`config.mk`:
```
export PLATFORM = sky130hd
export DESIGN_NAME = tdm_demux8
export DESIGN_NICKNAME = d
export VERILOG_FILES = /design/src/rtl/tdm_pkg.sv /design/src/rtl/tdm_slot_ctr.sv /design/src/rtl/tdm_demux8.sv
export SDC_FILE = /design/constraint.sdc
export NUM_CORES = 1
export LEC_CHECK = 0
export CAP_MARGIN = 25
export CORE_UTILIZATION = 54
export DETAILED_ROUTE_END_ITERATION = 6
export PLACE_DENSITY = 0.8
export SYNTH_ARGS = -nofsm -noshare
export SYNTH_HDL_FRONTEND = slang
export SYNTH_SLANG_ARGS = --single-unit
```
`constraint.sdc`:
```
create_clock -name clk -period 3.5 [get_ports clk]
set_input_delay 0.35 -clock clk [delete_from_list [all_inputs] [get_ports clk]]
set_output_delay 0.35 -clock clk [all_outputs]
set_load 0.1 [all_outputs]
```
`src/rtl/tdm_pkg.sv`:
```
// Shared definitions for the TDM link: channel count, slot-index width,
// and the receive-side framing state encoding.
package tdm_pkg;

  localparam int CH   = 8;
  localparam int SELW = 3;

  // Slot index type, also used by the transmit-side mux sequencer.
  typedef logic [SELW-1:0] slot_t;

  typedef enum logic {
    HUNT = 1'b0,
    RUN  = 1'b1
  } state_e;

endpackage

```
`src/rtl/tdm_slot_ctr.sv`:
```
// Wrapping slot counter for the TDM receiver. It drives the slot index
// (sel) that the next strobed bit will occupy.
// Control priority: reset, clear, load-to-1, advance.
module tdm_slot_ctr #(
  parameter int SELW = 3
) (
  input  logic            clk_i,
  input  logic            rst_i,
  input  logic            clr_i,
  input  logic            load1_i,
  input  logic            adv_i,
  output logic [SELW-1:0] sel_o
);

  logic [SELW-1:0] sel_q, sel_d;

  // Next slot index; advancing past the last slot wraps to 0.
  always_comb begin
    sel_d = sel_q;
    if (clr_i)        sel_d = '0;
    else if (load1_i) sel_d = SELW'(1);
    else if (adv_i)   sel_d = sel_q + 1'b1;
  end

  // Slot index register with synchronous reset.
  always_ff @(posedge clk_i) begin
    if (rst_i) sel_q <= '0;
    else       sel_q <= sel_d;
  end

  assign sel_o = sel_q;

endmodule

```
`src/rtl/tdm_demux8.sv`:
```
// Receive-side TDM demultiplexer. It aligns to the frame-sync marker and
// collects one bit per slot into a shadow register. On the slot-7 bit it
// publishes the complete frame on y together with a one-cycle valid pulse.
module tdm_demux8 #(
  parameter int CH   = 8,
  parameter int SELW = 3
) (
  input  logic            clk,
  input  logic            rst,
  input  logic            din,
  input  logic            en,
  input  logic            sync,
  output logic [CH-1:0]   y,
  output logic            valid,
  output logic [SELW-1:0] sel,
  output logic            locked,
  output logic            err
);
  import tdm_pkg::*;

  localparam logic [SELW-1:0] LAST = SELW'(CH - 1);

  state_e          state_q;
  // Slot CH-1 feeds y directly, so only slots 0..CH-2 need shadow storage.
  logic [CH-2:0]   shadow_q;
  logic [CH-1:0]   y_q;
  logic            valid_q;
  logic            locked_q;
  logic            err_q;

  logic            ctr_clr;
  logic            ctr_load1;
  logic            ctr_adv;

  // Slot counter controls. Any qualified sync restarts at slot 1. In RUN,
  // a missing sync or a completed frame clears the counter to 0.
  always_comb begin
    ctr_load1 = en && sync;
    ctr_clr   = 1'b0;
    ctr_adv   = 1'b0;
    if (en && !sync && (state_q == RUN)) begin
      if ((sel == '0) || (sel == LAST)) ctr_clr = 1'b1;
      else                              ctr_adv = 1'b1;
    end
  end

  tdm_slot_ctr #(
    .SELW(SELW)
  ) u_slot_ctr (
    .clk_i  (clk),
    .rst_i  (rst),
    .clr_i  (ctr_clr),
    .load1_i(ctr_load1),
    .adv_i  (ctr_adv),
    .sel_o  (sel)
  );

  // Framing FSM, shadow capture and registered outputs.
  always_ff @(posedge clk) begin
    if (rst) begin
      state_q  <= HUNT;
      shadow_q <= '0;
      y_q      <= '0;
      valid_q  <= 1'b0;
      locked_q <= 1'b0;
      err_q    <= 1'b0;
    end else begin
      valid_q <= 1'b0;
      err_q   <= 1'b0;
      if (en) begin
        unique case (state_q)
          HUNT: begin
            if (sync) begin
              shadow_q[0] <= din;
              locked_q    <= 1'b1;
              state_q     <= RUN;
            end
          end
          RUN: begin
            // A sync always restarts the frame. If it arrives anywhere but
            // slot 0, the partial frame is dropped and flagged.
            if (sync) begin
              shadow_q[0] <= din;
              if (sel != '0) err_q <= 1'b1;
            end else if (sel == '0) begin
              err_q    <= 1'b1;
              locked_q <= 1'b0;
              state_q  <= HUNT;
            end else if (sel == LAST) begin
              y_q     <= {din, shadow_q};
              valid_q <= 1'b1;
            end else begin
              shadow_q[sel] <= din;
            end
          end
          default: state_q <= HUNT;
        endcase
      end
    end
  end

  assign y      = y_q;
  assign valid  = valid_q;
  assign locked = locked_q;
  assign err    = err_q;

endmodule

```
==> out/results.tsv, run 1 <==
metric	value	unit
register area share after synthesis	43.4	%
Area contributors post-synth	dfxtp_1 (43%), nand2_1 (7.4%), mux2i_1 (6.9%), ha_1 (6.2%), nand2b_1 (5.5%)	
top cell type by total area after synthesis	dfxtp_1	
Worst-Skew Late Latency	0.31	ns
mux share of post-synthesis cell area	6.91	%
clock slew at reported path FFs	0.12	ns
final hold vios	0	
Synth Net Count	121	
post-CTS sizing	0	
Core Footprint	0.00175	mm²
post-synthesis xor/xnor area fraction	0	%
Bufs and invs on worst path	1	
Setup Slack @ Placement	1.44	ns
YS warnings	0	
final setup vio count	0	
cell at the slowest stage of the critical path	clkdlybuf4s50_1	
Worst Setup Start Kind	flop	
number of port buffers	18	
Post-DRT Antenna Nets	0	
Worst Hold Slack	0.460	ns
clk_skew	0.00413	ns
clk root buf	clkbuf_4	
area share of and/or/nand/nor cells after synthesis	27.0	%
area grow syn2layout	22.9	%
Lkg Pwr	0.455	nW
vias in the first global route	687	
combinational family with the most area after synthesis	simple AND/OR/NAND/NOR gates	
Gate Count Post-Synth	111	
CTS Buffer Depth	2	
die area	0.00206	mm²
status	completed	
unique cell type count in the Yosys netlist	29	
share of cells above drive strength 1	7.94	%
most common cell after layout, fill and taps aside	dfxtp_1	
CTS Hold Bufs	0	
HP Class	flop to flop	
iteration-0 DRC count of the detailed router	19	
# clock sinks	22	
chip height	45.4	µm
Yosys reg bits	22	
DPL Wire Length	1370	µm
H-tree levels	1	
length of the first detailed-routing pass in iterations	4	
P per Cell Area	403	mW/mm²
adder-cell area share of the yosys netlist	6.17	%
final WL	1920	µm
Rows	15	
worst-margin pin slew	0.980	ns
Power Total	502	µW
Initial Utilization	58.1	%
Nets	137	
routability congestion estimate from global placement	0.796	
Tmin final	2.42	ns
Min-Delay Startpoint	y[2]$_SDFFE_PP0P_	
initial antenna violation count	0	
Rel. slew slack	34.5	%
post-CTS setup buffers	0	
crit-path max FO	10	
Max IR drop VDD	0.000259	V
Period Utilization, post-route	69.0	%
largest net degree at the start of global routing	24	
first-pass GRT wire length	3080	µm
RR Startpoint	u_slot_ctr.sel_o[0]$_SDFFE_PP0P_	
Crit. End Element	primary output	
Slew Viols, Final	0	
diode count	0	
crit-path cells	clkdlybuf4s50_1	
Die X	45.4	µm
# DRC	0	
Post-Route Setup TNS	0	ns
TritonCTS clock tree	done	
Setup WS post-layout	1.08	ns
CP startpoint	u_slot_ctr.sel_o[1]$_SDFFE_PP0P_	
post-synthesis compound-gate area fraction	12.0	%
GRT overflow	0	
cts bufs inserted	3	
RSZ-0062 raised after global routing	false	
average size of a mapped cell	9.14	µm²
routed via count	831	
post-synth top area share	43.4	%
gr usage total	21.2	%
required time of the critical path	3.15	ns
Top Ports	19	
maximum clock frequency	414	MHz
crit path kind	flop to primary output	
Crit path max-delay family	buffers and inverters	
per-cell routed wire length	12.7	µm
Filler Cell Count	154	
DR vias/cell	5.50	
CP max stage delay	1.21	ns
most frequent cells in the layout	dfxtp_1 (22), nand2_1 (20), clkdlybuf4s50_1 (18)	
Max Cap Violations	0	
WP data arrival	2.07	ns
Cell Area, Synth	0.00101	mm²
through the flow:
| stage | cells | area (µm²) | util (%) |
|---|---|---|---|
| 3_5_place_dp | 147 | 1190 | 68.5 |
| 4_1_cts | 151 | 1250 | 71.5 |
| 2_1_floorplan | 111 | 1010 | - |
| 5_1_grt | 151 | 1250 | 71.5 |
| 6_report | 151 | 1250 | 71.5 |
| 3_3_place_gp | 147 | 1190 | 68.5 |
layout make-up:
class                      instances  area, µm²  area share, %
clock inverter                     1       30.0           2.41
tap                               25       31.3           2.51
sequential                        22        440           35.3
timing repair buffer              18        180           14.4
multi-input combinational         78        528           42.3
clock buffer                       3       22.5           1.81
inverter                           4       15.0           1.20
final timing paths:
path | to | slack, ns | depth (start not counted)
hold reg to reg | y[2]$_SDFFE_PP0P_ | 0.46 | 2
setup reg to reg | y[3]$_SDFFE_PP0P_ | 1.49 | 7
setup / recovery | sel[1] | 1.08 | 1
hold / removal | y[2]$_SDFFE_PP0P_ | 0.46 | 2
registers in the layout, indices dropped and copies added (netlist names):
register / cells
valid: 1
locked: 1
state_q: 1
y: 8
u_slot_ctr.sel_o: 3
shadow_q: 7
err: 1
power by group:
group	internal (mW)	switching, mW	leakage [nW]	total (mW)
logic	0.0170	0.0329	0.249	0.0499
registers	0.254	0.00452	0.178	0.258
clock network	0.116	0.0784	0.0279	0.194
total	0.387	0.116	0.455	0.502
Yosys cell counts, drive strengths merged:
cell type	count
dfxtp	22
nand2	20
a21oi	10
nand2b	9
mux2i	7
ha	5
clkbuf	4
inv	4
nand4b	4
buf	3
nand4	3
o21ai	3
a221oi	2
nor4	2
or2b	2
a211oi	1
a311oi	1
a31oi	1
and3b	1
and4	1
and4b	1
nor3	1
nor3b	1
o41ai	1
or3	1
or4	1
metal layers:
| metal | vias up | wire (µm) | global-route usage (%) | part of all wire, % |
|---|---|---|---|---|
| met5 | - | 0 | 0 | 0 |
| met4 | 0 | 27 | 7.27 | 1.4 |
| met3 | 4 | 61 | 4.80 | 3.2 |
| met2 | 13 | 885 | 33.6 | 46 |
| met1 | 394 | 944 | 28.2 | 49 |
| li1 | 420 | - | - | - |
logic make-up (layout without fill, tap and decap cells):
kind of cell | count (synthesis) | count (layout)
AOI/OAI and AO/OA | 19 | 19
and+or+nand+nor | 47 | 47
adders and majority gates | 5 | 5
buffers and inverters | 11 | 26
muxes | 7 | 7
DFF | 22 | 22
Power figures use the tool's default switching activity.
==> run 2, diff against run 1 <==
--- a/config.mk
+++ b/config.mk
@@ -6,9 +6,9 @@
 export NUM_CORES = 1
 export LEC_CHECK = 0
 export CAP_MARGIN = 25
-export CORE_UTILIZATION = 54
+export CORE_UTILIZATION = 45
 export DETAILED_ROUTE_END_ITERATION = 6
-export PLACE_DENSITY = 0.8
+export PLACE_DENSITY = 0.71
 export SYNTH_ARGS = -nofsm -noshare
 export SYNTH_HDL_FRONTEND = slang
 export SYNTH_SLANG_ARGS = --single-unit
==> constraint.sdc (replaced) <==
create_clock -name clk -period 2.2 [get_ports clk]
set_input_delay 0.22 -clock clk [delete_from_list [all_inputs] [get_ports clk]]
set_output_delay 0.22 -clock clk [all_outputs]
set_load 0.1 [all_outputs]
==> run 2 against run 1 <==
Net effect:
- final cell count is 2.6% higher
- design area is 2.5% lower
- combinational power is 65% higher
- critical path type is now flop to flop
- worst hold slack better by 0.0042 ns
- critical path depth is 4 higher
==> out/results.tsv, run 2 (synthesis results as in run 1) <==
metric	value	unit	change
HP Class	flop to flop		unchanged
setup slack, reg-to-reg	0.27	ns	was 1.49 ns
Die X	49.5	µm	was 45.4 µm
Power Total	715	µW	was 502 µW
area grow syn2layout	19.9	%	was 22.9%
diode count	0		unchanged
TritonCTS clock tree	done		unchanged
GRT overflow	0		unchanged
crit path kind	flop to flop		was flop to primary output
max reg flops	8		unchanged
worst-case reg-to-reg path depth	5		was 7
crit-path max FO	10		unchanged
post-CTS setup buffers	0		unchanged
placed cell areas	0.00118	mm²	was 0.00119 mm²
Nets	139		was 137
gr usage total	18.1	%	was 21.2%
Reg area	443	µm²	was 440 µm²
number of port buffers	18		unchanged
worst-margin pin slew	0.393	ns	was 0.980 ns
P per Cell Area	588	mW/mm²	was 403 mW/mm²
maximum clock frequency	518	MHz	
RR Startpoint	u_slot_ctr.sel_o[1]$_SDFFE_PP0P_		was u_slot_ctr.sel_o[0]$_SDFFE_PP0P_
status	completed		unchanged
clk root buf	clkbuf_4		unchanged
post-CTS sizing	0		unchanged
Initial Utilization	49.7	%	was 58.1%
Post-DRT Antenna Nets	0		unchanged
Rows	16		was 15
share of cells above drive strength 1	21.9	%	was 7.94%
per-cell routed wire length	13.2	µm	was 12.7 µm
design area	0.00122	mm²	was 0.00125 mm²
final WL	2050	µm	was 1920 µm
vias in the first global route	766		was 687
CTS Hold Bufs	0		unchanged
Max Cap Violations	0		unchanged
Worst Setup Start Kind	flop		unchanged
Lkg Pwr	0.487	nW	was 0.455 nW
clock slew at reported path FFs	0.12	ns	about the same
RSZ-0062 raised after global routing	false		unchanged
Post-Route Setup TNS	0	ns	unchanged
DR vias/cell	5.48		was 5.50
Multi-input gate area	528	µm²	unchanged
H-tree levels	1		unchanged
worst r2r dst	shadow_q[0]$_SDFFE_PP0P_		was y[3]$_SDFFE_PP0P_
clk_skew	0.00319	ns	was 0.00413 ns
# clock sinks	22		unchanged
largest net degree at the start of global routing	13		was 24
final setup vio count	0		unchanged
routability congestion estimate from global placement	0.860		was 0.796
Period Utilization, post-route	87.8	%	
DPL Wire Length	1450	µm	was 1370 µm
hold path depth	2		unchanged
most frequent cells in the layout	nand2_1 (20), dfxtp_1 (20), buf_4 (16)		was dfxtp_1 (22), nand2_1 (20), clkdlybuf4s50_1 (18)
Min-Delay Startpoint	shadow_q[3]$_SDFFE_PP0P_		was y[2]$_SDFFE_PP0P_
chip height	49.5	µm	was 45.4 µm
CTS Buffer Depth	2		unchanged
Rel. slew slack	73.7	%	was 34.5%
Hold EP	y[3]$_SDFFE_PP0P_		was y[2]$_SDFFE_PP0P_
Core Footprint	0.00204	mm²	was 0.00175 mm²
Slew Viols, Final	0		unchanged
initial antenna violation count	0		unchanged
WP data arrival	2.17	ns	was 2.07 ns
length of the first detailed-routing pass in iterations	4		unchanged
required time of the critical path	2.44	ns	was 3.15 ns
die area	0.00245	mm²	was 0.00206 mm²
Crit. End Element	flop		was primary output
Worst-Skew Late Latency	0.30	ns	was 0.31 ns
cts bufs inserted	3		unchanged
Top Ports	19		unchanged
Filler Cell Count	191		was 154
# DRC	0		unchanged
Max IR drop VDD	0.000407	V	was 0.000259 V
iteration-0 DRC count of the detailed router	20		was 19
routed via count	850		was 831
final hold vios	0		unchanged
Tmin final	1.93	ns	
first-pass GRT wire length	3460	µm	was 3080 µm
## run 2: worst max-delay path, cell delays in order (launching register included)
cell	delay, ns
dfxtp_2	0.41
ha_1	0.21
ha_1	0.27
or3_1	0.42
o41ai_2	0.34
mux2i_1	0.22
## run 2: cell type report
cell class,instances,area share [%]
clock buffers,4,2.98
multi-input cells,78,43.4
well taps,27,2.78
repair buffers,20,13.2
inverters,4,1.23
flip-flops and latches,22,36.4
## run 2: worst max path at each step
stage / startpoint / end / slack, ns / depth (start not counted)
finish: u_slot_ctr.sel_o[1]$_SDFFE_PP0P_ / shadow_q[0]$_SDFFE_PP0P_ / 0.27 / 5
global route: u_slot_ctr.sel_o[1]$_SDFFE_PP0P_ / shadow_q[0]$_SDFFE_PP0P_ / 0.18 / 5
CTS: u_slot_ctr.sel_o[1]$_SDFFE_PP0P_ / shadow_q[0]$_SDFFE_PP0P_ / 0.26 / 5
detailed placement: u_slot_ctr.sel_o[1]$_SDFFE_PP0P_ / shadow_q[0]$_SDFFE_PP0P_ / 0.30 / 5
global placement: u_slot_ctr.sel_o[1]$_SDFFE_PP0P_ / shadow_q[0]$_SDFFE_PP0P_ / 0.33 / 5
floorplan: u_slot_ctr.sel_o[1]$_SDFFE_PP0P_ / y[0]$_SDFFE_PP0P_ / 0.04 / 9
## run 2: per-stage QoR
step           setup slack, ns  instances  utilization [%]  hold WS (ns)
6_report                 0.268        155             59.6         0.464
5_1_grt                  0.178        155             59.6         0.487
4_1_cts                  0.258        155             59.6         0.465
3_5_place_dp             0.301        151             57.8         0.447
3_3_place_gp             0.330        151             57.8         0.447
2_1_floorplan           0.0427        111                -         0.356
## run 2: where the power goes
group	internal, mW	switching, mW	total (mW)
combinational	0.0282	0.0541	0.0822
clock	0.101	0.121	0.222
sequential	0.404	0.00687	0.411
## run 2: metal layers
| metal | global-route usage, % | up-vias | part of all wire [%] |
|---|---|---|---|
| met3 | 2.78 | 2 | 5.3 |
| met2 | 27.6 | 29 | 44 |
| met1 | 26.2 | 388 | 50 |
| li1 | - | 431 | - |
| met4 | 5.71 | 0 | 0.29 |
| met5 | 0 | - | 0 |
